## config.mk

```make
export PLATFORM = sky130hd
export DESIGN_NAME = imm_encode_flat
export DESIGN_NICKNAME = d
export VERILOG_FILES = /design/src/rtl/imm_encode_if.sv /design/src/rtl/imm_encode.sv /design/src/flat_wrapper.sv
export SDC_FILE = /design/constraint.sdc
export NUM_CORES = 1
export LEC_CHECK = 0
export BUFFER_PORTS_ARGS = -buffer_cell sky130_fd_sc_hd__clkbuf_2
export CAP_MARGIN = 20
export CELL_PAD_IN_SITES_DETAIL_PLACEMENT = 2
export CELL_PAD_IN_SITES_GLOBAL_PLACEMENT = 2
export CORE_ASPECT_RATIO = 1.75
export CORE_MARGIN = 2
export CORE_UTILIZATION = 29
export DETAILED_ROUTE_END_ITERATION = 16
export PLACE_DENSITY_LB_ADDON = 0.1
export REMOVE_ABC_BUFFERS = 1
export SETUP_SLACK_MARGIN = 0.05
export SYNTH_ARGS = -nofsm -noshare
export SYNTH_HDL_FRONTEND = slang
export SYNTH_SLANG_ARGS = --single-unit
```

## constraint.sdc

```tcl
create_clock -name clk -period 2.4 [get_ports clk]
set_input_delay 0.12 -clock clk [delete_from_list [all_inputs] [get_ports clk]]
set_output_delay 0.12 -clock clk [all_outputs]
set_load 0.01 [all_outputs]
```

## src/rtl/imm_encode_if.sv

```systemverilog
// Request/response bundle for imm_encode: a valid/ready request channel (sel + word)
// and a valid/ready result channel (field + flags).
interface imm_encode_if #(
    parameter int FIELD_W = 11
);
    logic               in_valid;
    logic               in_ready;
    logic [2:0]         in_sel;
    logic [15:0]        in_value;
    logic               out_valid;
    logic               out_ready;
    logic [2:0]         out_sel;
    logic [FIELD_W-1:0] out_field;
    logic               out_ovf;
    logic               out_misalign;
    logic               out_bad_sel;

    modport master (
        output in_valid, in_sel, in_value, out_ready,
        input  in_ready, out_valid, out_sel, out_field, out_ovf, out_misalign, out_bad_sel
    );

    modport slave (
        input  in_valid, in_sel, in_value, out_ready,
        output in_ready, out_valid, out_sel, out_field, out_ovf, out_misalign, out_bad_sel
    );
endinterface

```

## src/rtl/imm_encode.sv

```systemverilog
// Inverse LC-3b immediate/offset extender: two-stage valid/ready pipeline turning a word
// back into its right-justified instruction field. IMM_ENC_STATS_EN adds flag counters.
module imm_encode #(
    parameter int FIELD_W = 11
`ifdef IMM_ENC_STATS_EN
    ,
    parameter int CNT_W   = 16
`endif
) (
    input  logic               clk,
    input  logic               rst,
    imm_encode_if.slave        bus
`ifdef IMM_ENC_STATS_EN
    ,
    output logic [CNT_W-1:0]   ovf_count,
    output logic [CNT_W-1:0]   misalign_count
`endif
);

    typedef struct packed {
        logic [10:0] field;
        logic        ovf;
        logic        misalign;
        logic        bad_sel;
    } enc_t;

    // Field bits above the selected width stay zero; truncated bits survive even on ovf.
    function automatic enc_t encode(input logic [2:0] sel, input logic [15:0] v);
        enc_t        r;
        logic [15:0] s;
        r = '0;
        s = {v[15], v[15:1]};
        case (sel)
            3'd0: begin
                r.field    = {5'b00000, s[5:0]};
                r.ovf      = (s != {{10{s[5]}}, s[5:0]});
                r.misalign = v[0];
            end
            3'd1: begin
                r.field    = {2'b00, s[8:0]};
                r.ovf      = (s != {{7{s[8]}}, s[8:0]});
                r.misalign = v[0];
            end
            3'd2: begin
                r.field    = s[10:0];
                r.ovf      = (s != {{5{s[10]}}, s[10:0]});
                r.misalign = v[0];
            end
            3'd3: begin
                r.field = {6'b000000, v[4:0]};
                r.ovf   = (v != {{11{v[4]}}, v[4:0]});
            end
            3'd4: begin
                r.field = {7'b0000000, v[3:0]};
                r.ovf   = (v != {{12{v[3]}}, v[3:0]});
            end
            3'd5: begin
                r.field    = {3'b000, v[8:1]};
                r.ovf      = |v[15:9];
                r.misalign = v[0];
            end
            3'd6: begin
                r.field = {5'b00000, v[5:0]};
                r.ovf   = (v != {{10{v[5]}}, v[5:0]});
            end
            default: begin
                r.bad_sel = 1'b1;
            end
        endcase
        return r;
    endfunction

    logic               s1_valid_q, s1_valid_d;
    logic [2:0]         s1_sel_q, s1_sel_d;
    logic [15:0]        s1_value_q, s1_value_d;
    logic               out_valid_q, out_valid_d;
    logic [2:0]         out_sel_q, out_sel_d;
    logic [FIELD_W-1:0] out_field_q, out_field_d;
    logic               out_ovf_q, out_ovf_d;
    logic               out_misalign_q, out_misalign_d;
    logic               out_bad_sel_q, out_bad_sel_d;

    logic               s2_load_s;
    logic               in_ready_s;
    logic               accept_s;
    logic               consume_s;
    enc_t               enc_s;

    // Handshake: ready is combinational from out_ready so a full pipe still streams.
    always_comb begin
        s2_load_s  = s1_valid_q & (~out_valid_q | bus.out_ready);
        in_ready_s = ~s1_valid_q | s2_load_s;
        accept_s   = bus.in_valid & in_ready_s;
        consume_s  = out_valid_q & bus.out_ready;
        enc_s      = encode(s1_sel_q, s1_value_q);
    end

    // Next-state for both pipeline stages.
    always_comb begin
        s1_valid_d     = s1_valid_q;
        s1_sel_d       = s1_sel_q;
        s1_value_d     = s1_value_q;
        out_valid_d    = out_valid_q;
        out_sel_d      = out_sel_q;
        out_field_d    = out_field_q;
        out_ovf_d      = out_ovf_q;
        out_misalign_d = out_misalign_q;
        out_bad_sel_d  = out_bad_sel_q;

        if (accept_s) begin
            s1_valid_d = 1'b1;
            s1_sel_d   = bus.in_sel;
            s1_value_d = bus.in_value;
        end else if (s2_load_s) begin
            s1_valid_d = 1'b0;
        end else begin
            s1_valid_d = s1_valid_q;
        end

        if (s2_load_s) begin
            out_valid_d    = 1'b1;
            out_sel_d      = s1_sel_q;
            out_field_d    = FIELD_W'(enc_s.field);
            out_ovf_d      = enc_s.ovf;
            out_misalign_d = enc_s.misalign;
            out_bad_sel_d  = enc_s.bad_sel;
        end else if (consume_s) begin
            out_valid_d = 1'b0;
        end else begin
            out_valid_d = out_valid_q;
        end
    end

    // Pipeline registers.
    always_ff @(posedge clk) begin
        if (rst) begin
            s1_valid_q     <= 1'b0;
            s1_sel_q       <= 3'd0;
            s1_value_q     <= 16'h0000;
            out_valid_q    <= 1'b0;
            out_sel_q      <= 3'd0;
            out_field_q    <= '0;
            out_ovf_q      <= 1'b0;
            out_misalign_q <= 1'b0;
            out_bad_sel_q  <= 1'b0;
        end else begin
            s1_valid_q     <= s1_valid_d;
            s1_sel_q       <= s1_sel_d;
            s1_value_q     <= s1_value_d;
            out_valid_q    <= out_valid_d;
            out_sel_q      <= out_sel_d;
            out_field_q    <= out_field_d;
            out_ovf_q      <= out_ovf_d;
            out_misalign_q <= out_misalign_d;
            out_bad_sel_q  <= out_bad_sel_d;
        end
    end

    assign bus.in_ready     = in_ready_s;
    assign bus.out_valid    = out_valid_q;
    assign bus.out_sel      = out_sel_q;
    assign bus.out_field    = out_field_q;
    assign bus.out_ovf      = out_ovf_q;
    assign bus.out_misalign = out_misalign_q;
    assign bus.out_bad_sel  = out_bad_sel_q;

`ifdef IMM_ENC_STATS_EN
    logic [CNT_W-1:0] ovf_count_q, ovf_count_d;
    logic [CNT_W-1:0] misalign_count_q, misalign_count_d;

    // Saturating counters, bumped only when a flagged result is actually consumed.
    always_comb begin
        ovf_count_d      = ovf_count_q;
        misalign_count_d = misalign_count_q;
        if (consume_s && out_ovf_q && !(&ovf_count_q)) begin
            ovf_count_d = ovf_count_q + CNT_W'(1);
        end else begin
            ovf_count_d = ovf_count_q;
        end
        if (consume_s && out_misalign_q && !(&misalign_count_q)) begin
            misalign_count_d = misalign_count_q + CNT_W'(1);
        end else begin
            misalign_count_d = misalign_count_q;
        end
    end

    // Counter registers.
    always_ff @(posedge clk) begin
        if (rst) begin
            ovf_count_q      <= '0;
            misalign_count_q <= '0;
        end else begin
            ovf_count_q      <= ovf_count_d;
            misalign_count_q <= misalign_count_d;
        end
    end

    assign ovf_count      = ovf_count_q;
    assign misalign_count = misalign_count_q;
`endif

endmodule
```

## src/flat_wrapper.sv

```systemverilog
// flat-port wrapper written by rule: the top's interface ports become plain ports
module imm_encode_flat 
#(
    parameter int FIELD_W = 11

)
  (clk, rst, bus_in_valid, bus_in_sel, bus_in_value, bus_out_ready, bus_in_ready, bus_out_valid, bus_out_sel, bus_out_field, bus_out_ovf, bus_out_misalign, bus_out_bad_sel);
  imm_encode_if #(.FIELD_W(FIELD_W)) bus_i ();
  input  logic clk;
  input  logic rst;
  input wire logic [$bits(bus_i.in_valid)-1:0] bus_in_valid;
  input wire logic [$bits(bus_i.in_sel)-1:0] bus_in_sel;
  input wire logic [$bits(bus_i.in_value)-1:0] bus_in_value;
  input wire logic [$bits(bus_i.out_ready)-1:0] bus_out_ready;
  output wire logic [$bits(bus_i.in_ready)-1:0] bus_in_ready;
  output wire logic [$bits(bus_i.out_valid)-1:0] bus_out_valid;
  output wire logic [$bits(bus_i.out_sel)-1:0] bus_out_sel;
  output wire logic [$bits(bus_i.out_field)-1:0] bus_out_field;
  output wire logic [$bits(bus_i.out_ovf)-1:0] bus_out_ovf;
  output wire logic [$bits(bus_i.out_misalign)-1:0] bus_out_misalign;
  output wire logic [$bits(bus_i.out_bad_sel)-1:0] bus_out_bad_sel;
  assign bus_i.in_valid = bus_in_valid;
  assign bus_i.in_sel = bus_in_sel;
  assign bus_i.in_value = bus_in_value;
  assign bus_i.out_ready = bus_out_ready;
  assign bus_in_ready = bus_i.in_ready;
  assign bus_out_valid = bus_i.out_valid;
  assign bus_out_sel = bus_i.out_sel;
  assign bus_out_field = bus_i.out_field;
  assign bus_out_ovf = bus_i.out_ovf;
  assign bus_out_misalign = bus_i.out_misalign;
  assign bus_out_bad_sel = bus_i.out_bad_sel;
  imm_encode #(.FIELD_W(FIELD_W)) u_core (.clk(clk), .rst(rst), .bus(bus_i));
endmodule
```

# After elaboration in Yosys (flattened, before gate mapping)
# Cells that the tools add are included.
# word_totals
reg_bits,38
in_bits,23
output_inout_bits,19
elab_cells,41
# op_classes
n_eq_ne,12
muxes,7
n_bitwise,7
reduce_logical,6
# op_table
op,n
one-hot mux 12 bit (7 select lines),1
inequality test 10 bit,2
OR reduction 7 bit,2
inequality test 12 bit,1
inequality test 11 bit,1
== test 3 bit (second input constant),3
inequality test 7 bit,1
== test 3 x 2 -> 1 bit (second input constant),2
two-way mux 1 bit,6
inequality test 5 bit,1
nonzero test 2 bit,2
OR reduction 4 bit,1
bitwise AND 1 bit,3
== test 3 x 1 -> 1 bit (second input constant),1
zero test 3 bit,1
inverter 1 bit,2
OR 1 bit,2

# Longest topological paths before layout
# logic_depth
ltp_word,6
mapped_depth,7
depth_no_buf,7

# Worst setup path after synthesis
# Ideal clock, no wire load.
# synth_timing
kind,register to register
start,register u_core.s1_value_q[11]
end,register u_core.out_ovf_q (netlist: u_core.bus.out_ovf)
arrival_time_ns,1.553
t_required_ns,2.269
setup_slack_ns,0.715
stages_incl_launch_ff,7
synth_period_minus_slack_ns,1.685
cell_sequence,dfxtp_1 > or4_4 > nor3_4 > o21ai_1 > a221oi_2 > and4_1 > nor3_1
# synth_via
elab_chain_cells,2
elab_cells_between_ends,8
classes_between,eq/ne: 6; mux: 1; reduce/logical: 1
# synth_rtl
item,line_no,text
start: declaration,imm_encode.sv:75,"logic [15:0] s1_value_q, s1_value_d;"
start signal: assignment,imm_encode.sv:149,s1_value_q <= s1_value_d;
"inequality test 12 bit, or another cell as far along",imm_encode.sv:55,"r.ovf = (v != {{12{v[3]}}, v[3:0]});"
one-hot mux 12 bit (7 select lines) *,imm_encode.sv:33,case (sel)
end signal: assignment,imm_encode.sv:153,out_ovf_q <= out_ovf_d;
end: declaration,imm_encode.sv:79,"logic out_ovf_q, out_ovf_d;"
# Every way passes the cells marked *; elsewhere a longest branch is shown, timed or not.
# A chain may end at the register's enable or synchronous reset.

# Worst setup path after layout
# Ends and elaborated chain as after synthesis.

==> impl_summary.md <==
Cells and area
The count of cells in the finished layout, fillers not included, comes to approximately 320. The number of inserted diodes is 0. The final layout contains 271 nets. The share of final-layout standard cells stronger than drive strength 1 is 0.223. The library cells used most frequently in the layout, excluding fill and tap cells, are nand2_1, clkbuf_2, dfxtp_1.

The post-route standard cell area excluding fillers is 2000 sq um. The most common cell after layout, fill and taps aside is nand2_1. The growth of design area from synthesis to finish is 21.9%.

Worst setup path
The startpoint of the most critical setup path is u_core.s1_value_q[11]. The data required time of the critical path is ~2.6 ns. The endpoint of the worst-slack reg-to-reg timing path is u_core.bus.out_ovf. The startpoint-to-endpoint class of the critical path is flop to flop. The arrival time reported for the critical path endpoint is 2.03 ns. The worst setup path is captured at a flop. The worst setup path is launched from a flop. In this run the critical register-to-register path is launched from u_core.s1_value_q[11].

In this run the worst path has a maximum fanout of 5. The number of cells traversed by the worst register-to-register path is 6. The worst register-to-register path has a setup slack of 0.52 ns.

STA
Setup violations remaining at the end of the flow were counted as 0. The number of max-slew violations in the final report is 0. The relative max-transition margin is 0.385. Setup repair after global routing left no endpoint under its margin. The number of hold-slack violations in the final timing report is 0. Of the available clock period, the critical path in the final layout requires 0.782.

The post-layout minimum cycle time is 1.88 ns. The setup clock skew after layout is around 0.0054 ns. In the final timing run, aggregate negative setup slack is 0 ns.

The actual slew at the worst max-slew pin is ~0.9 ns. The peak clock frequency supported by timing is 533 MHz.

Logic synthesis
dfxtp_1 takes more of the synthesized area than any other cell. The post-synthesis cell area is 1640 sq um. The Yosys warning count is 0. The cell count after synthesis is 209. Yosys attributes the largest share of cell area to dfxtp_1, nand2_1, a21oi_1. The sequential cell area fraction in the yosys report is 0.464.

A synthesized cell averages 7.84 sq um. The number of different library cells used by synthesis comes to 35. The fraction of post-synthesis cell area in the top cell type by area is 0.464. The number of flip-flops and latches in the synthesized netlist is 38.

Floorplan
The starting density of the core is 0.298. 42 I/O pins were placed. The die span in y is 103 um. The die span in x is 60.8 um. The core region is 5500 sq um. In this run the core area contains 36 standard-cell rows. The die area is 6290 sq um.

Placement
The placed instance area is 1910 sq um. The half-perimeter wire length after placement is roughly 3600 um. The congestion estimate from routability-driven global placement came to about 0.75. The quantity of I/O buffers inserted on ports is 41. The number of placed instances with taps included is 315.

Power and ir drop
Cell internal power was estimated by the tool at 0.964 mW. The completed layout was analyzed and its total power is about 1.3 mW. The peak supply drop is 0.000279 V. In this run the static leakage power is 0.789 nW.

In this run the power density over the cells is ~660 nW/um^2. The logic gate share of total power is 0.127. Of the total power, the share spent switching nets is 0.272. The relative contribution of sequential cells to total power is 0.525.

Of the total power, the clock network draws 0.348. The net switching power is 0.361 mW.

Detailed routing
The DRC violation total after the first TritonRoute iteration is 33. For this run, the detailed router's first-pass iteration total came to 3. In the final routed layout, each cell accounts on average for 14.9 um.

The routed design has 4820 um of wire. After detailed routing, the number of vias per cell comes to 5.04. Across all layers, the routed design uses 1628 vias.

After detailed routing, the number of remaining DRC violations is 0. The final antenna-violating net count is 0.

GRT
In the global route stage, overall resource usage came out at 0.173. The first global-routing pass estimated 8080 um of wire. The remaining global-route overflow is 0. The number of antenna violations at the first check in global routing is 0.

The maximum number of pins on one net before global-route repair is 39. The via count of the first global-routing pass came to about 1700.

Status
The flow ran to the end, and the final reports show no timing, DRC or antenna violations.

Worst hold path
Along the worst hold path, the cell count comes to 3. The worst hold path begins at bus_in_value[0]. The endpoint of the worst hold path is u_core.s1_value_q[0]. The path class of the tightest hold or removal check is input port to flop.

Clock tree
The clock buffer count from CTS is 5. The maximum clock insertion buffer count is 2. TritonCTS built the clock tree.

Clock tree synthesis found a total of 38 sinks. After clock tree synthesis, the clock-pin slew on the worst setup and hold paths is around 0.080 ns. The clock reaches the later pin of the worst-skew pair after 0.30 ns.

After clock tree synthesis, the flow added hold-fix buffers numbering 0. The number of H-tree levels is 2. In this run, post-CTS repair resized a total of 0 instances. The number of setup buffers added after CTS is 0. Clock tree synthesis selected as its root buffer the cell clkbuf_8.

Job
Across the run, the number of max-cap violations was 0.
worst max-delay path by stage:
stage                               endpoint  slack [ns]  cells past startpoint
final                     u_core.bus.out_ovf        0.52                      6
after global routing      u_core.bus.out_ovf        0.35                      6
after CTS                 u_core.bus.out_ovf        0.50                      6
after detailed placement  u_core.bus.out_ovf        0.54                      6
after global placement    u_core.bus.out_ovf        0.59                      6
after floorplan           u_core.bus.out_ovf        0.73                      6
area by class of cell:
| class | count | area [sq um] |
|---|---|---|
| fillers | 667 | 3500 |
| multi-input cells | 153 | 807 |
| flip-flops and latches | 38 | 761 |
| repair buffers | 44 | 228 |
| clock inverters | 1 | 5.00 |
| clock buffers | 7 | 86.3 |
| inverters | 4 | 15.0 |
| well taps | 76 | 95.1 |
power by group through the flow:
stage / combinational [mW] / sequential [mW] / clock (mW)
after floorplan: 0.0933 / 0.707 / 0
after CTS: 0.173 / 0.696 / 0.475
after detailed placement: 0.172 / 0.711 / 0
after global placement: 0.170 / 0.709 / 0
after global routing: 0.195 / 0.701 / 0.507
final: 0.168 / 0.696 / 0.461
per-layer routing:
layer	up-vias	share of wire	global-route usage
met1	795	0.38	0.171
met5	-	0	0
met2	28	0.57	0.340
met4	0	0.016	0.0669
met3	5	0.029	0.0299
li1	800	-	-
cell usage after synthesis, drive strengths merged:
| cell | number |
|---|---|
| o32ai | 1 |
| xor2 | 1 |
| nand2 | 52 |
| nand3b | 1 |
| or4 | 1 |
| xnor2 | 1 |
| clkbuf | 11 |
| and2 | 1 |
| nand4 | 3 |
| nor2b | 3 |
| nor2 | 18 |
| o2111ai | 1 |
| nor3 | 10 |
| inv | 4 |
| or3b | 1 |
| buf | 3 |
| nor4 | 2 |
| and4 | 1 |
| o21ai | 3 |
| a221oi | 5 |
| a311oi | 1 |
| nand3 | 1 |
| nand2b | 3 |
| a21oi | 31 |
| a31oi | 1 |
| a41oi | 1 |
| a22oi | 4 |
| a211oi | 2 |
| ha | 2 |
| a32oi | 2 |
| dfxtp | 38 |
sequential cells by signal (all words and copies together) (netlist names):
| name | count |
|---|---|
| u_core.bus.out_bad_sel | 1 |
| u_core.bus.out_field | 11 |
| u_core.bus.out_misalign | 1 |
| u_core.bus.out_ovf | 1 |
| u_core.bus.out_sel | 3 |
| u_core.bus.out_valid | 1 |
| u_core.s1_sel_q | 3 |
| u_core.s1_valid_q | 1 |
| u_core.s1_value_q | 16 |
through the flow:
| stage | util | setup WS, ns | hold slack, ns |
|---|---|---|---|
| floorplan | - | 0.729 | 0.189 |
| global placement | 0.347 | 0.589 | 0.343 |
| detailed placement | 0.347 | 0.542 | 0.352 |
| CTS | 0.363 | 0.497 | 0.0418 |
| global route | 0.363 | 0.354 | 0.0449 |
| finish | 0.363 | 0.523 | 0.0391 |
critical path, stage by stage (launching register included):
cell and delay (ns):
dfxtp_1 0.42, nand4_1 0.20, nor3_1 0.49, a31oi_1 0.18, a221oi_2 0.19, and4_1 0.22, nor3_1 0.05
cells by family (layout without fill, tap and decap cells):
group           count (synthesis)  in the layout  synth area share
fa+ha+maj                       2              2            0.0153
xor+xnor                        2              2            0.0107
flops                          38             38             0.464
compound gates                 52             52             0.198
simple gates                   97             97             0.269
buf+inv                        18             56            0.0428
(Power assumes the default switching activity.)
